`config.mk`:
```
export PLATFORM = sky130hd
export DESIGN_NAME = lsu_ctrl
export DESIGN_NICKNAME = d
export VERILOG_FILES = /design/src/rtl/lsu_pkg.sv /design/src/rtl/lsu_lane.sv /design/src/rtl/lsu_ctrl.sv
export SDC_FILE = /design/constraint.sdc
export NUM_CORES = 1
export LEC_CHECK = 0
export BUFFER_PORTS_ARGS = -buffer_cell sky130_fd_sc_hd__buf_2
export CORE_MARGIN = 2
export CORE_UTILIZATION = 52
export DETAILED_ROUTE_END_ITERATION = 6
export HOLD_SLACK_MARGIN = 0.08
export PLACE_DENSITY = 0.8
export SETUP_SLACK_MARGIN = 0.4
export SKIP_LAST_GASP = 1
export SYNTH_ARGS = -nofsm -noshare
export SYNTH_HDL_FRONTEND = slang
export SYNTH_SLANG_ARGS = --single-unit
```
`constraint.sdc`:
```
create_clock -name clk -period 3.55 [get_ports clk]
set_clock_uncertainty 0.15 [all_clocks]
set_input_delay 0.5325 -clock clk [delete_from_list [all_inputs] [get_ports clk]]
set_output_delay 0.5325 -clock clk [all_outputs]
set_load 0.05 [all_outputs]
```
`src/rtl/lsu_pkg.sv`:
```
// Purpose: shared types and helpers for the load/store unit (state encoding, RV32I width codes).
// Latency: n/a (package only).
// Backpressure: n/a.
package lsu_pkg;

    typedef enum logic [2:0] {
        IDLE,
        LD_RD,
        LD_CAP,
        ST_WR,
        RMW_RD,
        RMW_CAP,
        RMW_WR,
        RESP
    } lsu_state_t;

    localparam logic [2:0] F3_B  = 3'd0;
    localparam logic [2:0] F3_H  = 3'd1;
    localparam logic [2:0] F3_W  = 3'd2;
    localparam logic [2:0] F3_BU = 3'd4;
    localparam logic [2:0] F3_HU = 3'd5;

    // Stores only have signed-agnostic B/H/W; loads add the unsigned B/H forms.
    function automatic logic f3_illegal(input logic store, input logic [2:0] f3);
        logic ok;
        ok = (f3 == F3_B) || (f3 == F3_H) || (f3 == F3_W);
        if (!store) begin
            ok = ok || (f3 == F3_BU) || (f3 == F3_HU);
        end
        return !ok;
    endfunction

    // f3[1:0] encodes the access size for every legal code: 00 byte, 01 half, 10 word.
    function automatic logic misaligned(input logic [2:0] f3, input logic [1:0] addr_lo);
        logic bad;
        bad = 1'b0;
        if (f3[1:0] == 2'b01) begin
            bad = addr_lo[0];
        end else if (f3[1:0] == 2'b10) begin
            bad = (addr_lo != 2'b00);
        end
        return bad;
    endfunction

endpackage

```
`src/rtl/lsu_lane.sv`:
```
// Purpose: byte/half lane extract with sign/zero extension, and sub-word merge for stores.
// Latency: combinational.
// Backpressure: none.
// Ports: word (memory word), addr_lo (byte offset), funct3 (width/sign),
//        wdata (store data low half), ld_data (extended load result), st_merged (merged word).
module lsu_lane
    import lsu_pkg::*;
(
    input  logic [31:0] word,
    input  logic [1:0]  addr_lo,
    input  logic [2:0]  funct3,
    input  logic [15:0] wdata,
    output logic [31:0] ld_data,
    output logic [31:0] st_merged
);

    logic [7:0]  lane_b;
    logic [15:0] lane_h;

    // Little-endian: byte lane n lives in bits [8n+7:8n].
    always_comb begin
        lane_b = word[{addr_lo, 3'b000} +: 8];
        lane_h = addr_lo[1] ? word[31:16] : word[15:0];
    end

    always_comb begin
        ld_data = word;
        case (funct3)
            F3_B:    ld_data = {{24{lane_b[7]}}, lane_b};
            F3_H:    ld_data = {{16{lane_h[15]}}, lane_h};
            F3_BU:   ld_data = {24'h0, lane_b};
            F3_HU:   ld_data = {16'h0, lane_h};
            default: ld_data = word;
        endcase
    end

    always_comb begin
        st_merged = word;
        if (funct3 == F3_B) begin
            st_merged[{addr_lo, 3'b000} +: 8] = wdata[7:0];
        end else if (funct3 == F3_H) begin
            if (addr_lo[1]) begin
                st_merged[31:16] = wdata;
            end else begin
                st_merged[15:0] = wdata;
            end
        end
    end

endmodule

```
`src/rtl/lsu_ctrl.sv`:
```
// Purpose: single-outstanding load/store initiator to a word-organised memory; sub-word stores via read-modify-write.
// Latency: accept edge to resp_valid: error 1, SW 2, load 3, SB/SH 4 cycles.
// Backpressure: req_ready only in IDLE; resp_valid held until resp_ready, no new accept in that cycle.
// Ports: req_* byte-addressed request in, resp_* result out,
//        mem_* word-indexed strobes/data to memory (mem_rdata valid the cycle after mem_read).
module lsu_ctrl
    import lsu_pkg::*;
#(
    parameter int MEMSIZE = 64
) (
    input  logic        clk,
    input  logic        rst_n,
    input  logic        req_valid,
    output logic        req_ready,
    input  logic        req_store,
    input  logic [2:0]  req_funct3,
    input  logic [31:0] req_addr,
    input  logic [31:0] req_wdata,
    output logic        resp_valid,
    input  logic        resp_ready,
    output logic [31:0] resp_data,
    output logic        resp_err,
    output logic [31:0] mem_addr,
    output logic        mem_read,
    output logic        mem_write,
    output logic [31:0] mem_wdata,
    input  logic [31:0] mem_rdata
);

    lsu_state_t  state_q;
    lsu_state_t  state_d;

    logic [2:0]  f3_q;
    logic [31:0] addr_q;
    logic [31:0] wdata_q;
    logic [31:0] merge_q;
    logic [31:0] resp_data_q;
    logic        resp_err_q;

    logic        req_bad;
    logic        accept;
    logic [31:0] lane_ld;
    logic [31:0] lane_merged;

    always_comb begin
        req_bad = f3_illegal(req_store, req_funct3)
               || misaligned(req_funct3, req_addr[1:0])
               || ({2'b00, req_addr[31:2]} >= 32'(MEMSIZE));
        accept  = (state_q == IDLE) && req_valid;
    end

    // Lane logic always sees the live read data; results are only
    // registered in the capture states, where mem_rdata is valid.
    lsu_lane u_lane (
        .word      (mem_rdata),
        .addr_lo   (addr_q[1:0]),
        .funct3    (f3_q),
        .wdata     (wdata_q[15:0]),
        .ld_data   (lane_ld),
        .st_merged (lane_merged)
    );

    always_ff @(posedge clk or negedge rst_n) begin
        if (!rst_n) begin
            state_q <= IDLE;
        end else begin
            state_q <= state_d;
        end
    end

    always_comb begin
        state_d    = state_q;
        req_ready  = 1'b0;
        resp_valid = 1'b0;
        mem_read   = 1'b0;
        mem_write  = 1'b0;
        mem_wdata  = 32'h0;
        case (state_q)
            IDLE: begin
                req_ready = 1'b1;
                if (req_valid) begin
                    if (req_bad) begin
                        state_d = RESP;
                    end else if (!req_store) begin
                        state_d = LD_RD;
                    end else if (req_funct3 == F3_W) begin
                        state_d = ST_WR;
                    end else begin
                        state_d = RMW_RD;
                    end
                end
            end
            LD_RD: begin
                mem_read = 1'b1;
                state_d  = LD_CAP;
            end
            LD_CAP: begin
                state_d = RESP;
            end
            ST_WR: begin
                mem_write = 1'b1;
                mem_wdata = wdata_q;
                state_d   = RESP;
            end
            RMW_RD: begin
                mem_read = 1'b1;
                state_d  = RMW_CAP;
            end
            RMW_CAP: begin
                state_d = RMW_WR;
            end
            RMW_WR: begin
                mem_write = 1'b1;
                mem_wdata = merge_q;
                state_d   = RESP;
            end
            RESP: begin
                resp_valid = 1'b1;
                if (resp_ready) begin
                    state_d = IDLE;
                end
            end
            default: begin
                state_d = IDLE;
            end
        endcase
    end

    always_ff @(posedge clk or negedge rst_n) begin
        if (!rst_n) begin
            f3_q        <= 3'h0;
            addr_q      <= 32'h0;
            wdata_q     <= 32'h0;
            merge_q     <= 32'h0;
            resp_data_q <= 32'h0;
            resp_err_q  <= 1'b0;
        end else begin
            if (accept) begin
                f3_q        <= req_funct3;
                addr_q      <= req_addr;
                wdata_q     <= req_wdata;
                resp_data_q <= 32'h0;
                resp_err_q  <= req_bad;
            end
            if (state_q == LD_CAP) begin
                resp_data_q <= lane_ld;
            end
            if (state_q == RMW_CAP) begin
                merge_q <= lane_merged;
            end
        end
    end

    always_comb begin
        mem_addr  = {2'b00, addr_q[31:2]};
        resp_data = resp_data_q;
        resp_err  = resp_err_q;
    end

endmodule

```
==> flow_metrics.tcl <==
set metrics [dict create \
    grt_pass1_vias 6137 \
    syn_inst 775 \
    arrival_ns 2.25 \
    peakVddDrop_uv 615.4 \
    crit_path_max_fanout 25 \
    ys_async_sr_fraction 1.000 \
    status "complete, no violations" \
    pre_cts_slack_ns 0.9652 \
    power.leakage_nw 4.397 \
    slew_headroom 0.4509 \
    port_buffers 202 \
    drt_iter0_markers 614 \
    grt-ovfl-total 0 \
    cts_buffers 17 \
    yosysWarnings 0 \
    setup_ws_ns 0.6125 \
    period_share 0.8275 \
    first_pass_iters 5 \
    ios 205 \
    path_clk_slew_ns 0.06 \
    grt_pass1_wl_um 32810 \
    synth_seq_cells 135 \
    powerDensity_nw_per_um2 1083 \
    hold_path_class "input port to flop" \
    post-route-util 0.6479 \
    tns_ns 0 \
    wl_per_cell_um 18.68 \
    cp.required_ns 2.87 \
    antenna_cells 0 \
    final_max_slew_viol_count 0 \
    hpwlAfterDp_um 14600 \
    synth_ff_type "dfrtp_1" \
    syn_area_sq_um 7048 \
    finalHoldViolations 0 \
    setup-violations-final 0 \
    vias 6415 \
    rsz0062_at_grt "no" \
    final_common_cell "nand2_1" \
    fin_area_sq_um 8579 \
    synth_edf_count 0 \
    htreeDepth 4 \
    post_route_cells_drive_above_1_share 0.3098 \
    dieArea_sq_um 14500 \
    wirelength_um 20780 \
    grt_max_degree 78 \
    critPathLaunchType "flop" \
    worstSetupPathType "flop to primary output" \
    drc 0 \
    rr_startpoint "addr_q[1]" \
    nets 1032 \
    die_w_um 120.4 \
    hp-start "req_wdata[3]" \
    cts-root-buf "clkbuf_16" \
    die_y_um 120.4 \
    drtAntennaViolNets 0 \
    place_area_sq_um 7903 \
    postSynthAreaPerCell_sq_um 9.094 \
    cts_max_path_buffers 2 \
    cts.sinks 135 \
    final.min_clock_period_ns 2.937 \
    yosysSeqAreaShare 0.4793 \
    drv_cap 0 \
    insertion_delay_ns 0.43 \
    grt.total_usage 0.2939 \
    layout_common_cells "nand2_1, buf_2, dfrtp_1" \
    crit_path_end_kind "primary output" \
    crit_start "state_q[0]" \
    gp_congestion 0.9495 \
    worst_pin_slew_ns 0.8237 \
    core_sq_um 13240 \
    hold_depth 3 \
    cts_tree "yes" \
    fmax_ghz 0.3404 \
    viasPerCell 5.769 \
    reg2reg_depth 5 \
    area_delta_synth_final_pct 21.73 \
    antenna_found_initial 0 \
    start_util 0.5322 \
    yosysUniqueCellTypes 56 \
    floorplan.rows 42 \
    power.total_mw 9.292 \
]
stage by stage:
stage / cells / hold slack (ns)
floorplan: 776 / 0.08691
global placement: 1079 / 0.2982
detailed placement: 1079 / 0.3054
CTS: 1112 / 0.1257
global route: 1112 / 0.1514
finish: 1112 / 0.1444
where the power goes:
| group | internal, mW | total [mW] | switching [mW] | leakage [nW] |
|---|---|---|---|---|
| combinational | 1.34 | 4.51 | 3.18 | 2.38 |
| sequential | 2.20 | 2.80 | 0.603 | 1.70 |
| clock | 1.30 | 1.98 | 0.674 | 0.324 |
cells in the mapped netlist (2+ instances only):
library cell / count / share of area
buf_2: 18 / 0.013
o31ai_1: 2 / 0.0021
nand2b_1: 2 / 0.0018
buf_6: 3 / 0.0048
nand2_1: 226 / 0.12
or3b_2: 3 / 0.0037
a22o_1: 32 / 0.040
a211oi_2: 2 / 0.0035
mux2i_1: 9 / 0.013
inv_1: 6 / 0.0032
nor3_1: 10 / 0.0071
dfrtp_1: 135 / 0.48
nand3_1: 3 / 0.0021
nand4b_1: 2 / 0.0025
ha_1: 5 / 0.0089
nor4bb_1: 2 / 0.0028
nor3b_2: 2 / 0.0035
nor3b_1: 2 / 0.0021
nand4_1: 3 / 0.0027
a221o_1: 23 / 0.033
and2_1: 14 / 0.012
a21oi_1: 56 / 0.040
nor2_2: 2 / 0.0018
a221o_2: 10 / 0.016
nor2_1: 28 / 0.015
nor4_1: 7 / 0.0062
o21ai_0: 42 / 0.030
o221ai_1: 7 / 0.0087
and2_0: 3 / 0.0027
clkbuf_1: 32 / 0.017
nor2b_1: 11 / 0.0098
o221a_2: 15 / 0.024
buf_4: 34 / 0.036
a2111oi_0: 2 / 0.0025
layout make-up:
cell class | instances | area [sq um]
multi-input cells | 547 | 3158
fillers | 1096 | 4663
repair buffers | 215 | 1130
clock inverters | 11 | 193.9
inverters | 7 | 26.28
clock buffers | 21 | 470.5
well taps | 176 | 220.2
flip-flops and latches | 135 | 3381
sequential cells by signal, indices dropped and copies added, names as in the netlist:
| name | count |
|---|---|
| f3_q | 3 |
| state_q | 3 |
| resp_err | 1 |
| addr_q | 32 |
| wdata_q | 32 |
| merge_q | 32 |
| resp_data | 32 |
repair_timing:
item                                    CTS  global route
buffers inserted                          0             0
hold endpoints to repair                 76             0
hold buffers                              1             0
endpoints found under the setup margin    0            25
gates resized for setup                   0             2
cell families (layout without fill, tap and decap cells):
logic type,Yosys count,count (layout),synth area share
flip-flops,135,135,0.4793
other,1,2,0.0005321
XOR/XNOR,1,1,0.001243
AND/OR/NAND/NOR,329,329,0.2066
multiplexers,10,10,0.01598
adder cells (fa/ha/maj),5,5,0.008876
buffers and inverters,94,254,0.07456
AO/OA/AOI/OAI,200,200,0.2129
path summary, 6_finish.rpt:
path                                      end  slack, ns
worst max-delay path            mem_wdata[11]       0.61
worst min-delay path               wdata_q[3]       0.14
worst max register to register     merge_q[7]       0.96
worst min register to register   resp_data[6]       0.31
max in group asynchronous          wdata_q[8]       1.94
min in group asynchronous       resp_data[31]       0.54
metal layers:
| metal | wire length (um) | track usage |
|---|---|---|
| met1 | 8556 | 0.3896 |
| met2 | 9454 | 0.4453 |
| met5 | 0 | 0 |
| met3 | 1897 | 0.08774 |
| met4 | 866 | 0.1352 |
critical path, stage by stage, from the launching register on:
cell,delay (ns)
dfrtp_2,0.52
nand2_1,0.12
nor2_2,0.35
buf_4,0.36
a22o_1,0.20
buf_2,0.26
(Power assumes the default switching activity.)
